`config.mk`:
```
export PLATFORM = sky130hd
export DESIGN_NAME = mycircuit
export DESIGN_NICKNAME = d
export VERILOG_FILES = /design/src/rtl/mycircuit_pkg.sv /design/src/rtl/mycircuit_avg_chan.sv /design/src/rtl/mycircuit.sv
export SDC_FILE = /design/constraint.sdc
export NUM_CORES = 1
export LEC_CHECK = 0
export BUFFER_PORTS_ARGS = -buffer_cell sky130_fd_sc_hd__buf_2
export CORE_ASPECT_RATIO = 0.5
export CORE_UTILIZATION = 60
export DETAILED_ROUTE_END_ITERATION = 10
export MAX_ROUTING_LAYER = met4
export PLACE_DENSITY = 0.88
export SYNTH_ARGS = -nofsm -noshare
export SYNTH_HDL_FRONTEND = slang
export SYNTH_SLANG_ARGS = --single-unit
```
`constraint.sdc`:
```
create_clock -name CLOCK_50 -period 10.7 [get_ports CLOCK_50]
set_input_delay 0 -clock CLOCK_50 [delete_from_list [all_inputs] [get_ports CLOCK_50]]
set_output_delay 0 -clock CLOCK_50 [all_outputs]
set_load 0.005 [all_outputs]
```
`src/rtl/mycircuit_pkg.sv`:
```
// Shared types and defaults for the stereo boxcar sample processor.
// Optional build macro: MYCIRCUIT_ROUND_EN (round-half-up output instead of truncation).
package mycircuit_pkg;

    localparam int DATA_W_DEF    = 24;
    localparam int TAPS_LOG2_DEF = 2;

    typedef enum logic [2:0] {
        IDLE   = 3'd0,
        READ   = 3'd1,
        CALC   = 3'd2,
        WAIT_W = 3'd3,
        WRITE  = 3'd4
    } state_e;

    typedef logic signed [DATA_W_DEF-1:0] sample_t;

    // Half of one output LSB expressed in running-sum units.
    function automatic int round_bias(input int taps_log2);
        return (taps_log2 > 0) ? (1 << (taps_log2 - 1)) : 0;
    endfunction

endpackage

```
`src/rtl/mycircuit_avg_chan.sv`:
```
// One channel of the moving-average filter: delay line, running sum, output register.
// Build macro MYCIRCUIT_ROUND_EN selects round-half-up on the output shift.
module mycircuit_avg_chan
    import mycircuit_pkg::*;
#(
    parameter int DATA_W    = DATA_W_DEF,
    parameter int TAPS_LOG2 = TAPS_LOG2_DEF
) (
    input  logic                 clk_i,
    input  logic                 rst_ni,
    input  logic                 en_i,
    input  logic [TAPS_LOG2-1:0] ptr_i,
    input  logic [DATA_W-1:0]    x_i,
    output logic [DATA_W-1:0]    y_o
);

    localparam int TAPS  = 1 << TAPS_LOG2;
    localparam int SUM_W = DATA_W + TAPS_LOG2;

    logic [DATA_W-1:0]       line_q [TAPS];
    logic signed [SUM_W-1:0] sum_q;
    logic signed [SUM_W-1:0] sum_d;
    logic signed [SUM_W-1:0] x_ext_s;
    logic signed [SUM_W-1:0] old_ext_s;
    logic signed [SUM_W-1:0] res_s;
    logic [DATA_W-1:0]       old_s;
    logic [DATA_W-1:0]       y_q;
    logic [DATA_W-1:0]       y_d;

    assign old_s     = line_q[ptr_i];
    assign x_ext_s   = {{TAPS_LOG2{x_i[DATA_W-1]}}, x_i};
    assign old_ext_s = {{TAPS_LOG2{old_s[DATA_W-1]}}, old_s};

`ifdef MYCIRCUIT_ROUND_EN
    localparam logic signed [SUM_W-1:0] BIAS = SUM_W'(round_bias(TAPS_LOG2));
`endif

    // New running sum and the shifted output derived from it; the stored sum is never rounded.
    always_comb begin
        sum_d = sum_q + x_ext_s - old_ext_s;
`ifdef MYCIRCUIT_ROUND_EN
        res_s = sum_d + BIAS;
`else
        res_s = sum_d;
`endif
        y_d   = DATA_W'(res_s >>> TAPS_LOG2);
    end

    // Delay line, running sum and output register advance together only in CALC.
    always_ff @(posedge clk_i or negedge rst_ni) begin
        if (!rst_ni) begin
            for (int i = 0; i < TAPS; i++) begin
                line_q[i] <= '0;
            end
            sum_q <= '0;
            y_q   <= '0;
        end else if (en_i) begin
            line_q[ptr_i] <= x_i;
            sum_q         <= sum_d;
            y_q           <= y_d;
        end
    end

    assign y_o = y_q;

endmodule

```
`src/rtl/mycircuit.sv`:
```
// Stereo boxcar low-pass between codec read and write FIFOs: handshake FSM plus two channels.
// Build macro MYCIRCUIT_ROUND_EN (see mycircuit_avg_chan) changes only the output rounding.
module mycircuit
    import mycircuit_pkg::*;
#(
    parameter int DATA_W    = DATA_W_DEF,
    parameter int TAPS_LOG2 = TAPS_LOG2_DEF
) (
    input  logic              CLOCK_50,
    input  logic              reset,
    input  logic              read_ready,
    input  logic              write_ready,
    output logic              read,
    output logic              write,
    input  logic [DATA_W-1:0] readdata_left,
    input  logic [DATA_W-1:0] readdata_right,
    output logic [DATA_W-1:0] writedata_left,
    output logic [DATA_W-1:0] writedata_right
);

    state_e               state_q;
    state_e               state_d;
    logic [TAPS_LOG2-1:0] ptr_q;
    logic [TAPS_LOG2-1:0] ptr_d;
    logic [DATA_W-1:0]    in_l_q;
    logic [DATA_W-1:0]    in_l_d;
    logic [DATA_W-1:0]    in_r_q;
    logic [DATA_W-1:0]    in_r_d;
    logic                 read_q;
    logic                 read_d;
    logic                 write_q;
    logic                 write_d;
    logic                 calc_s;

    assign calc_s = (state_q == CALC);

    // Handshake sequencing; ready inputs only matter in IDLE and WAIT_W.
    always_comb begin
        state_d = state_q;
        case (state_q)
            IDLE: begin
                if (read_ready) state_d = READ;
                else            state_d = IDLE;
            end
            READ:   state_d = CALC;
            CALC:   state_d = WAIT_W;
            WAIT_W: begin
                if (write_ready) state_d = WRITE;
                else             state_d = WAIT_W;
            end
            WRITE:   state_d = IDLE;
            default: state_d = IDLE;
        endcase
    end

    // Input capture on the READ edge, pointer advance on the CALC edge, pulse decode of next state.
    always_comb begin
        in_l_d  = in_l_q;
        in_r_d  = in_r_q;
        ptr_d   = ptr_q;
        if (state_q == READ) begin
            in_l_d = readdata_left;
            in_r_d = readdata_right;
        end else begin
            in_l_d = in_l_q;
            in_r_d = in_r_q;
        end
        if (calc_s) ptr_d = ptr_q + TAPS_LOG2'(1);
        else        ptr_d = ptr_q;
        read_d  = (state_d == READ);
        write_d = (state_d == WRITE);
    end

    // Control and capture registers; pulses are registered copies of the state decode.
    always_ff @(posedge CLOCK_50 or negedge reset) begin
        if (!reset) begin
            state_q <= IDLE;
            ptr_q   <= '0;
            in_l_q  <= '0;
            in_r_q  <= '0;
            read_q  <= 1'b0;
            write_q <= 1'b0;
        end else begin
            state_q <= state_d;
            ptr_q   <= ptr_d;
            in_l_q  <= in_l_d;
            in_r_q  <= in_r_d;
            read_q  <= read_d;
            write_q <= write_d;
        end
    end

    assign read  = read_q;
    assign write = write_q;

    mycircuit_avg_chan #(
        .DATA_W    (DATA_W),
        .TAPS_LOG2 (TAPS_LOG2)
    ) u_left (
        .clk_i  (CLOCK_50),
        .rst_ni (reset),
        .en_i   (calc_s),
        .ptr_i  (ptr_q),
        .x_i    (in_l_q),
        .y_o    (writedata_left)
    );

    mycircuit_avg_chan #(
        .DATA_W    (DATA_W),
        .TAPS_LOG2 (TAPS_LOG2)
    ) u_right (
        .clk_i  (CLOCK_50),
        .rst_ni (reset),
        .en_i   (calc_s),
        .ptr_i  (ptr_q),
        .x_i    (in_r_q),
        .y_o    (writedata_right)
    );

endmodule

```
==> metrics.yaml <==
finish:
  drive_above_1_share: 0.265
  nets: 1708
  nFillCells: 1701
  area_growth_pct: 10.7
  antenna_cells: 0
  seq_area_um2: 7490
  multi_input_area_um2: 7880
  fin_util: 0.690
clock_network:
  cts_resized: 0
  cts_max_path_buffers: 3
  clkTransAtPathRegs_ps: 60
  clkLatencyLatePin_ps: 560
  htree_levels: 1
  cts_tree: "done"
  cts_root_buf: "clkbuf_16"
  cts_sinks: 299
  numCtsBuffers: 28
timing:
  setup_tns_ps: 0
  max_freq_ghz: 0.206
  fin_worst_skew_ps: 18.8
  fin_crit_sh: 0.454
  slew_violations: 0
  rsz0062_at_grt: "false"
  hold_violations: 0
  relSlewSlack: 0.328
  setup_viol: 0
  timing.final.crit_period_ps: 4860
  tightest_slew_ps: 1010
floorplan:
  initial_core_util: 0.624
  coreArea_um2: 27000
  die_y_um: 120
  die_x_um: 239
  num_rows: 42
  die_area_um2: 28700
  io_pins: 102
setup_path:
  crit_fanout: 39
  worst-path-buf-inv: 3
  r2r_setup_slack_ps: 5840
  reg2reg_from: "ptr_q[0]"
  cp_data_required_time_ps: 11190
  slowest_delay_ps: 720
  critical_path_arrival_ps: 5350
  r2r.worst_path.cells: 15
  critPathTopFamily: "adder cells"
  r2r-end: "u_left.y_o[22]"
  crit_cells: 15
  crit_chain: "buf_4 -> mux4_2 -> ha_1 -> inv_1 -> ha_1 -> inv_1 -> fa_1 -> and2b_1 -> o2111ai_1 -> a21oi_2 -> o21ai_2 -> o21bai_4 -> a41oi_1 -> or4b_1 -> nand3_1"
  slowest_stage: "buf_4"
  startpoint_type: "flop"
  timing_worst_setup_path_type: "reg2reg"
  timing.critical_path.to_type: "flop"
global_route:
  antenna_found_initial: 0
  grtUsageTotal: 0.280
  grt_max_degree: 182
  grt_pass1_wl_um: 62200
  grt_overflow_total: 0
  grt_pass1_vias: 12300
run_status:
  status: "finished clean"
yosys:
  yosysMostFrequentCell: "dfrtp_1"
  syn_area_per_cell_um2: 11.4
  synth-edff-count: 0
  synthArstFlopShare: 1.00
  synthFlopType: "dfrtp_1"
  ys_top_cells_by_area: "dfrtp_1 (45%), mux2_2 (13%), mux4_2 (6.4%)"
  ys_warn_count: 0
  synthCells: 1476
  ys_types: 62
  syn_area_um2: 16800
  ys_ff_latch: 299
  synth_top_area_frac: 0.445
  ys_seq_area_frac: 0.445
  synth_nets: 1636
  ys_top_cells_by_count: "dfrtp_1 (299), inv_1 (208), mux2_2 (194), nand2_1 (127), o21ai_0 (96)"
  yosys.area.top_type: "dfrtp_1"
placed_design:
  gp_congestion: 0.923
  io_buffers: 101
  place_hpwl_um: 23900
detailed_routing:
  via_per_inst: 5.80
  dr.pass1.iters: 5
  drtIter0Drc: 845
  routed_wl_um: 37100
  drc_errors: 0
  routedWlPerCell_um: 19.1
  ant_nets: 0
  route.vias.total: 11300
job:
  drv_cap: 0
worst_hold_path:
  hp-class: "in2async"
[routing by layer]
metal | global-route usage | wire, um
met3 | 0.0420 | 1770
met1 | 0.340 | 15100
met2 | 0.476 | 18600
met4 | 0.115 | 1530
met5 | - | 0
[worst reg2reg max path: stages (launching register included)]
cell and delay (ps):
dfrtp_4 610, buf_4 720, mux4_2 650, ha_1 320
inv_1 80, ha_1 200, inv_1 80, fa_1 420
and2b_1 240, o2111ai_1 160, a21oi_2 200, o21ai_2 140
o21bai_4 210, a41oi_1 170, or4b_1 520, nand3_1 100
[cell usage in the layout (no fill, tap or decap), types with 8 or more instances in the layout]
cell type / n
fa_1: 50
mux4_2: 48
nand2b_1: 9
buf_4: 8
mux2_2: 194
a31oi_1: 14
dfrtp_1: 297
xor2_1: 18
nand2_1: 127
xnor2_1: 28
nand4_1: 10
o21ai_0: 96
inv_1: 208
dlygate4sd3_1: 51
ha_1: 58
a21oi_1: 39
clkbuf_1: 10
buf_2: 100
nor2_1: 22
a21o_1: 27
clkbuf_16: 29
nand3_1: 13
o21ai_1: 19
[state kept, by name, indices dropped and copies added (netlist names)]
name            flops
u_left.y_o         24
write               1
u_right.y_o        24
u_right.line_q     96
state_q             3
u_left.sum_q        2
in_l_q             24
u_right.sum_q       2
ptr_q               2
u_left.line_q      96
in_r_q             24
read                1
[cell type report]
class                      instances  share of cell area
timing repair buffer             161              0.0594
clock inverter                     6             0.00229
multi-input combinational        850               0.423
tap                              374              0.0252
inverter                         208              0.0420
sequential                       299               0.402
clock buffer                      45              0.0455
[worst max path at each step]
stage / slack, ps / endpoint / start
global placement: 6060 / u_left.y_o[22] / ptr_q[0]
floorplan: 6610 / u_left.y_o[22] / ptr_q[0]
global route: 5620 / u_left.y_o[22] / ptr_q[0]
CTS: 5900 / u_left.y_o[22] / ptr_q[0]
finish: 5840 / u_left.y_o[22] / ptr_q[0]
detailed placement: 5930 / u_left.y_o[22] / ptr_q[0]
[cells by family (layout without fill, tap and decap cells)]
logic type	after synthesis	after routing	synth area share
DFF	299	299	0.445
and+or+nand+nor	214	214	0.0578
buffers and inverters	327	420	0.0875
AOI/OAI and AO/OA	238	238	0.0875
muxes	244	244	0.195
xor gates and xnor gates	46	46	0.0240
adders and majority gates	108	108	0.103
[per-stage QoR]
step	hold slack, ps	cells	cell area [um2]	setup WS (ps)
floorplan	-296	1476	16800	6610
global placement	102	1841	17200	6060
detailed placement	118	1841	17200	5930
CTS	117	1943	18600	5900
global route	173	1943	18600	5620
finish	83.8	1943	18600	5840
[what timing repair did]
action	4_1_cts	5_1_grt
hold buffers	51	0
setup buffers	0	0
endpoints found under the hold margin	171	0
Power is not shown: default switching activity piles up to over one toggle a cycle in this logic, so the estimate is an artifact.
